<file path="src/rtl/uart_tx_feeder_pkg.sv">
// Shared constants and FSM state type for the Uart8 transmit feeder.
// CLOCK_RATE/BAUD_RATE are the nominal 12 MHz / 9600 baud operating point.
package uart_tx_feeder_pkg;

  localparam int UART_DATA_W = 8;
  localparam int CLOCK_RATE  = 12_000_000;
  localparam int BAUD_RATE   = 9600;

  typedef enum logic [1:0] {
    ST_IDLE   = 2'd0,
    ST_LAUNCH = 2'd1,
    ST_DRAIN  = 2'd2
  } feeder_state_e;

endpackage

</file>
<file path="src/rtl/uart_sync_fifo.sv">
// Single-clock FIFO: storage, wrapping pointers and a registered occupancy count.
// empty/full are registered alongside the count so they settle with it.
module uart_sync_fifo #(
  parameter  int DEPTH  = 16,
  parameter  int WIDTH  = 8,
  localparam int ADDR_W = $clog2(DEPTH)
) (
  input  logic             clk,
  input  logic             reset,
  input  logic             push,
  input  logic             pop,
  input  logic [WIDTH-1:0] wdata,
  output logic [WIDTH-1:0] rdata,
  output logic [ADDR_W:0]  count,
  output logic             empty,
  output logic             full
);

  localparam logic [ADDR_W-1:0] PTR_ONE  = ADDR_W'(1);
  localparam logic [ADDR_W:0]   CNT_ONE  = (ADDR_W + 1)'(1);
  localparam logic [ADDR_W:0]   CNT_FULL = (ADDR_W + 1)'(DEPTH);

  logic [WIDTH-1:0]  mem_q [DEPTH];
  logic [ADDR_W-1:0] wr_ptr_q, rd_ptr_q;
  logic [ADDR_W:0]   count_q, count_d;
  logic              empty_q, full_q;
  logic              do_push, do_pop;

  assign do_push = push && !full_q;
  assign do_pop  = pop && !empty_q;

  // NOTE: count_d is assigned a default before the case so no latch is inferred.
  always_comb begin
    count_d = count_q;
    unique case ({do_push, do_pop})
      2'b10:   count_d = count_q + CNT_ONE;
      2'b01:   count_d = count_q - CNT_ONE;
      default: count_d = count_q;
    endcase
  end

  // NOTE: the storage array is deliberately not reset; only pointers and count are.
  always_ff @(posedge clk) begin
    if (do_push) mem_q[wr_ptr_q] <= wdata;
  end

  // NOTE: sequential state uses non-blocking assignments so all registers update together.
  always_ff @(posedge clk or posedge reset) begin
    if (reset) begin
      wr_ptr_q <= '0;
      rd_ptr_q <= '0;
      count_q  <= '0;
      empty_q  <= 1'b1;
      full_q   <= 1'b0;
    end else begin
      if (do_push) wr_ptr_q <= wr_ptr_q + PTR_ONE;
      if (do_pop)  rd_ptr_q <= rd_ptr_q + PTR_ONE;
      count_q <= count_d;
      empty_q <= (count_d == '0);
      full_q  <= (count_d == CNT_FULL);
    end
  end

  assign rdata = mem_q[rd_ptr_q];
  assign count = count_q;
  assign empty = empty_q;
  assign full  = full_q;

endmodule

</file>
<file path="src/rtl/uart_tx_feeder.sv">
// Byte FIFO plus launch FSM feeding Uart8 one frame at a time, paced by txBusy.
// Define UART_TX_FEEDER_LEVEL_EN to expose the registered occupancy on port 'level'.
module uart_tx_feeder
  import uart_tx_feeder_pkg::*;
#(
  parameter  int DEPTH  = 16,
  localparam int ADDR_W = $clog2(DEPTH)
) (
  input  logic                   clk,
  input  logic                   reset,
  input  logic [UART_DATA_W-1:0] wrData,
  input  logic                   wrValid,
  output logic                   wrReady,
  input  logic                   txEn,
  input  logic                   txBusy,
  output logic                   txStart,
  output logic [UART_DATA_W-1:0] txByte,
  output logic                   empty,
  output logic                   full
`ifdef UART_TX_FEEDER_LEVEL_EN
  ,
  output logic [ADDR_W:0]        level
`endif
);

  feeder_state_e          state_q;
  logic                   tx_start_q;
  logic [UART_DATA_W-1:0] tx_byte_q;
  logic [UART_DATA_W-1:0] fifo_head;
  logic [ADDR_W:0]        fifo_count;
  logic                   fifo_pop;

  // The byte leaves the queue only once Uart8 has taken it (txBusy seen in LAUNCH).
  assign fifo_pop = (state_q == ST_LAUNCH) && txBusy;

  uart_sync_fifo #(
    .DEPTH (DEPTH),
    .WIDTH (UART_DATA_W)
  ) u_fifo (
    .clk   (clk),
    .reset (reset),
    .push  (wrValid),
    .pop   (fifo_pop),
    .wdata (wrData),
    .rdata (fifo_head),
    .count (fifo_count),
    .empty (empty),
    .full  (full)
  );

  always_ff @(posedge clk or posedge reset) begin
    if (reset) begin
      state_q    <= ST_IDLE;
      tx_start_q <= 1'b0;
      tx_byte_q  <= '0;
    end else begin
      unique case (state_q)
        ST_IDLE: begin
          if ((fifo_count != '0) && txEn && !txBusy) begin
            state_q    <= ST_LAUNCH;
            tx_start_q <= 1'b1;
            tx_byte_q  <= fifo_head;
          end
        end
        ST_LAUNCH: begin
          if (txBusy) begin
            state_q    <= ST_DRAIN;
            tx_start_q <= 1'b0;
          end else if (!txEn) begin
            state_q    <= ST_IDLE;
            tx_start_q <= 1'b0;
          end
        end
        ST_DRAIN: begin
          // Wait out the whole frame, even if txEn drops, before relaunching.
          if (!txBusy) state_q <= ST_IDLE;
        end
        default: begin
          state_q    <= ST_IDLE;
          tx_start_q <= 1'b0;
        end
      endcase
    end
  end

  assign wrReady = !full;
  assign txStart = tx_start_q;
  assign txByte  = tx_byte_q;

`ifdef UART_TX_FEEDER_LEVEL_EN
  assign level = fifo_count;
`endif

endmodule

</file>
<file path="config.mk">
export PLATFORM = sky130hd
export DESIGN_NAME = uart_tx_feeder
export DESIGN_NICKNAME = d
export VERILOG_FILES = /design/src/rtl/uart_tx_feeder_pkg.sv /design/src/rtl/uart_sync_fifo.sv /design/src/rtl/uart_tx_feeder.sv
export SDC_FILE = /design/constraint.sdc
export NUM_CORES = 1
export LEC_CHECK = 0
export CORE_UTILIZATION = 45
export DETAILED_ROUTE_END_ITERATION = 8
export HOLD_SLACK_MARGIN = 0.1
export PLACE_DENSITY = 0.68
export SETUP_SLACK_MARGIN = 0.3
export SLEW_MARGIN = 10
export SYNTH_ARGS = -nofsm -noshare
export SYNTH_HDL_FRONTEND = slang
export SYNTH_HIERARCHICAL = 1
export SYNTH_SLANG_ARGS = --single-unit
</file>
<file path="constraint.sdc">
create_clock -name clk -period 3.5 [get_ports clk]
set_input_delay 1.05 -clock clk [delete_from_list [all_inputs] [get_ports clk]]
set_output_delay 1.05 -clock clk [all_outputs]
set_load 0.05 [all_outputs]
</file>
# Word level (Yosys, flattened, before mapping)
# Memories as Yosys holds them, arrays and structs flattened. A register that Yosys moved wholly into a read port is not among the register bits.
# Cells that the tools add are included.
# word_totals
register_bits,18
ramBits,128
in_bits,13
out_inout_bits,12
wordCells,47
memories,1
# classes
addsub,4
n_eq_ne,8
mux,12
bitwise,1
reduce_logical,14
# mem_list
name,depth,width,rd,rd_clocked_by_memory_dff,write_ports,line,source
u_fifo.mem_q,16,8,1,1,1,uart_sync_fifo.sv:23,logic [WIDTH-1:0] mem_q [DEPTH];
# op_table
cell,count
$pmux 5 s2,1
$add 4x1->4 const B,2
$mux 2,4
$pmux 2 s3,1
$reduce_and 3->1,2
$add 5x1->5 const B,1
$eq 5x5->1 const B,1
$logic_and 1x1->1,5
$logic_not 5->1,1
$mux 1,5
$reduce_bool 5->1,1
$sub 5x1->5 const B,1
$eq 2x1->1 const B,2
$eq 2x2->1 const B,2
$ne 2x2->1 const B,2
$logic_not 1->1,3
$ne 3x3->1 const B,1
$pmux 1 s3,1
$logic_not 2->1,1
$reduce_and 2->1,1
$not 1->1,1

# Longest topological paths before layout
# logic_depth
ltp_word,6
depth_mapped,12
ltp_nobuf,11

# Hierarchy
# Netlist, hierarchy kept.
# by_module_without_submodules
module,instances,cells_per_inst,area_each_um2,seq_area_each_um2
uart_sync_fifo,1,281,5785.5,4220.3
uart_tx_feeder,1,31,457.9,275.3

# Least setup slack after synthesis
# OpenSTA, ideal clock, no wires.
# synth_path
path_kind,input-to-reg
startpoint,in txBusy
endpoint,reg u_fifo.full_q (netlist: u_fifo/full)
setup_time_ns,0.095
arrival_ns,3.281
required_ns,3.405
slack_ns,0.123
cell_stages,11
n_path_buf,1
cell_sequence,nor3b_1 -> nand2b_4 -> buf_6 -> nor2_1 -> xor2_1 -> ha_1 -> a21oi_1 -> or3_4 -> a2111o_1 -> a31o_1 -> nor4b_2
# synth_via
elab_chain_len,5
elab_cells_between_ends,6
classes_between,eq/ne (3); mux (1); reduce/logical (2)
# synth_lines
item,line,source
"start, declared",uart_tx_feeder.sv:15,"input logic txBusy,"
$logic_and 1x1->1 (*),uart_tx_feeder.sv:34,assign fifo_pop = (state_q == ST_LAUNCH) && txBusy;
$logic_and 1x1->1 (*),uart_sync_fifo.sv:30,assign do_pop = pop && !empty_q;
$eq 2x1->1 / $eq 2x2->1 (equally long branches),uart_sync_fifo.sv:35,"unique case ({do_push, do_pop})"
$pmux 5 s2 (*),uart_sync_fifo.sv:35,
$eq 5x5->1 (*),uart_sync_fifo.sv:60,full_q <= (count_d == CNT_FULL);
"end signal, assigned",uart_sync_fifo.sv:60,
"end, declared",uart_sync_fifo.sv:26,"logic empty_q, full_q;"
# Mark *: on every way between the ends. The rest lies on a longest branch, timed or not.
# A chain may end at the register's enable or synchronous reset.

# Worst setup path after layout
# layout_path
startpoint,in txBusy
endpoint,reg u_fifo.full_q (netlist: u_fifo/full)
# layout_via
elab_chain_len,5
elab_cells_between_ends,6
classes_between,eq/ne (3); mux (1); reduce/logical (2)
# layout_lines
item,line,source
$logic_and 1x1->1 (*),uart_tx_feeder.sv:34,
net fifo_pop,uart_tx_feeder.sv:31,logic fifo_pop;
$logic_and 1x1->1 (*),uart_sync_fifo.sv:30,
$eq 2x1->1 / $eq 2x2->1 (equally long branches),uart_sync_fifo.sv:35,
$pmux 5 s2 (*),uart_sync_fifo.sv:35,
$eq 5x5->1 (*),uart_sync_fifo.sv:60,
# The timed path passes the listed nets; every way through them passes the cells marked *.

==> reports/results.ini <==
[run_status]
status=finished clean

[clock_network]
clockBufferDepth=2
cts_root_buf=clkbuf_16
clk_pin_slew_ns=0.05
insertion_delay_ns=0.42
cts_buffers=17
cts_tree=yes
cts_max_level=4
cts_sinks=154
cts.hold.buffers_added=0

[setup_path]
endpoint=u_fifo/full$_DFF_PP0_
r2r_end=u_fifo/full$_DFF_PP0_
crit-reg2reg-launch=state_q[0]$_DFFE_PP0P_
crit_path_end_kind=register
crit_type=in2reg
startpoint=txBusy
required_ns=3.81
crit_fanout=3
cp.arrival_ns=3.45
critPathLaunchType=primary input
r2r_cells=11
r2r_slack_ns=0.66

[final_layout]
nNetsFinal=379
utilization=0.5518
fin_area_um2=7395
drive_gt1_frac=0.2903
final_common_cell=edfxtp_1
fin_cells=548
n_antenna_cell=0
final_cell_mix=edfxtp_1 (128), mux4_2 (40), dfrtp_1 (24)
syn_to_final_growth_pct=18.44

[floorplan]
start_util=0.4659
dieWidth_um=119.8
die-area_um2=14350
dieHeight_um=119.8
num_rows=42
io_pins=25
core_um2=13400

[logic_synthesis]
yosysSeqAreaShare=0.7200
syn-cell-area_um2=6243
dominantRegCellSynth=edfxtp_1
ys_top_cells_by_area=edfxtp_1 (62%), mux4_2 (14%), dfrtp_1 (10%)
synth.distinct_cells=44
syn_nets=332
syn-mean-instance-area_um2=20.01
synth_top_area_frac=0.6156
syn-instance-count=312
ys_async_sr_fraction=0.1688
ys_seq_elements=154
synth_edf_count=128
yosysWarnings=6
synth_top_area_cell=edfxtp_1

[grt]
grt_pass1_vias=3133
grt_overflow_total=0
grtUsageTotal=0.1711
grt_max_degree=28
grt_pass1_wl_mm=17.71
antenna_found_initial=0

[sta]
fmax_ghz=0.3188
finalMaxSlewViolations=0
clock_skew_ns=0.01567
min_period_ns=3.136
rsz0062_at_grt=no
worst_slew_pin_slew_ns=0.6088
finalHoldViolCount=0
finalCritPeriodShare=0.8961
relSlewSlack=0.5941
finalWorstSetupSlack_ns=0.3637
holdWs_ns=0.5001
setup_viol=0
setup_tns_ns=0

[placement]
dp_worst_setup_slack_ns=-0.2702
place_inst=511
hpwl_mm=7.321
placed_area_um2=6783
gp_congestion=0.7513
portBuffers=24

[route]
dr.first_iter.drc_count=270
drc=0
via_count=3019
routed_wl_mm=10.87
postRouteAntennaNets=0
drtPass1Iterations=4
wl_per_cell_um=19.84
routed_via_density=5.509

[job]
drv_cap=0

[pwr]
power.density_nw_per_um2=815.5
ir_drop_mv=0.4031
leakagePower_nw=2.500
total_power_mw=6.030

[min_path]
worst_hold_path_type=reg2reg

cell usage after synthesis, types with 2 or more instances:
cell type	n
o21ai_0	3
nor4_1	2
nor3b_1	4
mux4_2	40
inv_1	8
xnor2_1	8
nand2_1	9
mux2_2	9
and3_1	2
xor2_1	3
nand3b_1	2
nand4_1	4
ha_1	7
buf_2	5
clkbuf_1	7
nor2_1	3
and2_1	17
or3_1	2
edfxtp_1	128
dfrtp_1	25
routing by layer:
| layer | track usage | part of all wire | vias to the layer above |
|---|---|---|---|
| met4 | 0.05859 | 0.0094 | 0 |
| met2 | 0.2601 | 0.48 | 77 |
| li1 | - | - | 1352 |
| met5 | 0 | 0 | - |
| met3 | 0.04705 | 0.044 | 6 |
| met1 | 0.2391 | 0.46 | 1584 |
logic make-up (layout without fill, tap and decap cells):
| family | after synthesis | after routing | synth area share |
|---|---|---|---|
| fa+ha+maj | 7 | 7 | 0.01403 |
| buf+inv | 23 | 83 | 0.01603 |
| mux | 49 | 49 | 0.1605 |
| xor+xnor | 11 | 11 | 0.01543 |
| simple gates | 53 | 53 | 0.05390 |
| flops | 154 | 154 | 0.7200 |
| compound gates | 15 | 15 | 0.02004 |
worst min path at each step:
| stage | from | endpoint | depth (start not counted) |
|---|---|---|---|
| final | txByte[1]$_DFFE_PP0P_ | txByte[1]$_DFFE_PP0P_ | 1 |
| after global routing | txByte[1]$_DFFE_PP0P_ | txByte[1]$_DFFE_PP0P_ | 1 |
| after CTS | txByte[1]$_DFFE_PP0P_ | txByte[1]$_DFFE_PP0P_ | 1 |
| after detailed placement | txByte[1]$_DFFE_PP0P_ | txByte[1]$_DFFE_PP0P_ | 1 |
| after global placement | u_fifo/count[4]$_DFF_PP0_ | u_fifo/count[4]$_DFF_PP0_ | 1 |
| after floorplan | u_fifo/count[4]$_DFF_PP0_ | u_fifo/count[4]$_DFF_PP0_ | 1 |
critical path, stage by stage:
cell and delay, ns:
dlygate4sd2_1 0.21, nor3b_4 0.22, nand2b_4 0.08, nor2_4 0.12, xor2_1 0.20, ha_2 0.25
a21oi_2 0.04, or3_4 0.40, a2111o_1 0.36, a31o_1 0.21, nor4b_2 0.28
cell type report:
| type | instances | area, um^2 |
|---|---|---|
| fill | 1010 | 6006 |
| sequential | 154 | 4497 |
| multi-input combinational | 135 | 1685 |
| clock buffer | 20 | 436.7 |
| timing repair buffer | 42 | 397.9 |
| tap | 176 | 220.2 |
| clock inverter | 12 | 123.9 |
| inverter | 9 | 33.78 |
repair_timing:
| item | CTS | global route |
|---|---|---|
| endpoints found under the setup margin | 2 | 1 |
| buffers inserted | 4 | 1 |
| resized for setup | 4 | 1 |
| pin swaps | 6 | 2 |
registers in the layout, indices dropped and copies added, names as in the netlist:
name	count
state_q	2
txByte	8
txStart	1
u_fifo/count	5
u_fifo/empty	1
u_fifo/full	1
u_fifo/mem_q	128
u_fifo/rd_ptr_q	4
u_fifo/wr_ptr_q	4
where the power goes:
part           switching (mW)  total (mW)  internal (mW)
clock                   0.676        1.72           1.04
combinational           0.882        1.78          0.894
sequential              0.252        2.53           2.28
total                    1.81        6.03           4.22
(Power assumes the default switching activity.)
==> RTL edit, RTL diff (config.mk and constraints unchanged) <==
`DEPTH` is set to 16 in 2 places; all go to 32.
--- a/src/rtl/uart_sync_fifo.sv
+++ b/src/rtl/uart_sync_fifo.sv
@@ -3,3 +3,3 @@
 module uart_sync_fifo #(
-  parameter  int DEPTH  = 16,
+  parameter  int DEPTH  = 32,
   parameter  int WIDTH  = 8,
--- a/src/rtl/uart_tx_feeder.sv
+++ b/src/rtl/uart_tx_feeder.sv
@@ -5,3 +5,3 @@
 #(
-  parameter  int DEPTH  = 16,
+  parameter  int DEPTH  = 32,
   localparam int ADDR_W = $clog2(DEPTH)
Check against the original RTL: no difference found for any inputs over 10 cycles, from zero or initial values and one cycle with reset high; that may be too few to reach the edited logic, so the function may still have changed.
==> RTL edit against the original RTL <==
Design area increased by 82%. Largest cell class unchanged. Global-route usage increased by 1.1 points. Wire length increased by 110%. Critical path type unchanged. Sequential share of layout area increased by 1.9 points. Setup slack improved by 0.13 ns. Cell count increased by 84%. Sequential cell count increased by 131. Area after synthesis increased by 84%. First-iteration DRC count increased by 100%. Clock power increased by 70%. Power increased by 71%.
==> RTL edit: results (changes against the original RTL) <==
metric,value,unit,change
synthTopCellsByCount,"edfxtp_1 (256), mux4_2 (80), nor2_1 (43)",,
final.fill_count,1932,,+91%
drt_wl_total,22900,um,+110%
clock_latency,0.53,ns,+0.11 ns
registers.top_by_ff_count,u_fifo/mem_q,,
cp_data_arrival_time,3.42,ns,-0.03 ns
stdcell_count,1007,,+84%
hp-class,reg2reg,,
grt_pass1_vias,5744,,+83%
htreeDepth,1,,-3
syn_nets,592,,+78%
cts_inserted_buffers,29,,+12
crit_start,txBusy,,
clk_pin_slew_worst_paths,0.06,ns,
gp_congestion,0.871,,+16%
dp.cells,953,,+86%
drtIter0Drc,547,,+100%
min_from,txByte[4],,
syn_avg_cell_area,20.1,sq um,+0.59%
finalClockSkew,0.00727,ns,-0.00840 ns
seq_area_frac_synth,0.731,,+0.0108
final_layout_size_suffix_gt1_frac,0.316,,+0.0258
worstMarginPinSlew,0.950,ns,+0.341 ns
crit_fanout,4,,+1
worst_ir_drop_vdd,0.575,mV,+43%
clockBufferDepth,3,,+1
route.vias.total,5640,,+87%
drt_first_pass_iters,5,,+1
ys_warn_count,6,,unchanged
synth_edf_count,256,,+100%
grt_pass1_wl,35200,um,+99%
ff2ff_path_depth,5,,-6
clockRootBuffer,clkbuf_16,,
yosys-top-cells-area,"edfxtp_1 (67%), mux4_2 (16%), dfrtp_1 (6.1%)",,
yosysUniqueCellTypes,53,,+20%
regToRegEndpoint,txByte[1],,
antenna_cells,0,,unchanged
largest_register_ffs,256,,+100%
port_buffers,24,,unchanged
whs_path_depth,1,,unchanged
reg2reg_from,u_fifo/rd_ptr_q[0],,
dp_hpwl,15000,um,+100%
grt_usage,0.182,,+0.0105
status,"complete, no violations",,
final_net_count,676,,+78%
leakage,0.00441,uW,+77%
whs_endpoint,txByte[4],,
synthArstFlopShare,0.102,,-0.0671
grt_max_degree,37,,+32%
-- RTL edit: changes by cell type in the layout (fill, tap and decap cells not counted), sizes merged, moves of 4 or more --
cell,before,now
o21ai,3,9
edfxtp,128,256
nor3,1,5
nor2,3,43
clkbuf,20,31
nand2,9,21
mux4,40,80
buf,18,59
and2,17,1
mux2,9,17
clkinv,7,15
-- RTL edit: repair_timing --
| action | in CTS | in global routing |
|---|---|---|
| endpoints found under the hold margin | 0 | 0 |
| buffers inserted | 0 | 2 |
| hold buffers | 0 | 0 |
| setup endpoints to repair | 0 | 1 |
| resized for setup | 0 | 2 |
-- RTL edit: routing by layer --
| metal | share of wire | up-vias | track usage |
|---|---|---|---|
| met4 | 0.027 | 0 | 0.0523 |
| met3 | 0.058 | 38 | 0.0260 |
| met5 | 0 | - | 0 |
| met2 | 0.48 | 195 | 0.294 |
| met1 | 0.44 | 2921 | 0.258 |
| li1 | - | 2486 | - |
-- RTL edit: critical path: stages --
cell,delay (ns)
clkdlybuf4s50_1,0.49
nor3b_1,0.21
nand2b_1,0.11
inv_2,0.06
nand2_1,0.07
xnor2_1,0.14
ha_1,0.27
a2111oi_2,0.39
a31oi_1,0.13
and4b_1,0.22
nor3_2,0.20
nor3b_1,0.08
-- RTL edit: cell type report --
type,count,area [sq um],share of cell area
tap,330,413,0.0308
multi-input combinational,246,2920,0.217
inverter,11,41.3,0.00308
timing repair buffer,83,721,0.0537
sequential,285,8420,0.627
clock inverter,21,178,0.0132
clock buffer,31,733,0.0546
-- RTL edit: cell families after synthesis --
logic type | after synthesis | share of synthesized area
AOI/OAI and AO/OA | 31 | 0.0193
xor gates and xnor gates | 14 | 0.0107
adders and majority gates | 7 | 0.00761
buffers and inverters | 41 | 0.0174
DFF | 285 | 0.731
muxes | 97 | 0.173
and+or+nand+nor | 97 | 0.0411
-- RTL edit: metrics by stage --
| stage | setup TNS [ns] | hold slack (ns) | total power, uW | cell area, sq um | setup slack (ns) |
|---|---|---|---|---|---|
| 5_1_grt | 0 | 0.530 | 10700 | 13400 | 0.325 |
| 6_report | 0 | 0.514 | 10300 | 13400 | 0.491 |
| 2_1_floorplan | 0 | 0.547 | 6460 | 11500 | 0.306 |
| 4_1_cts | 0 | 0.507 | 10400 | 13400 | 0.450 |
| 3_3_place_gp | 0 | 0.481 | 7380 | 12500 | 0.0363 |
| 3_5_place_dp | -0.115 | 0.493 | 7460 | 12500 | -0.0750 |
-- RTL edit: power by group --
part,switching [uW],internal [uW]
combinational,1500,1480
sequential,368,4030
clock,1210,1720
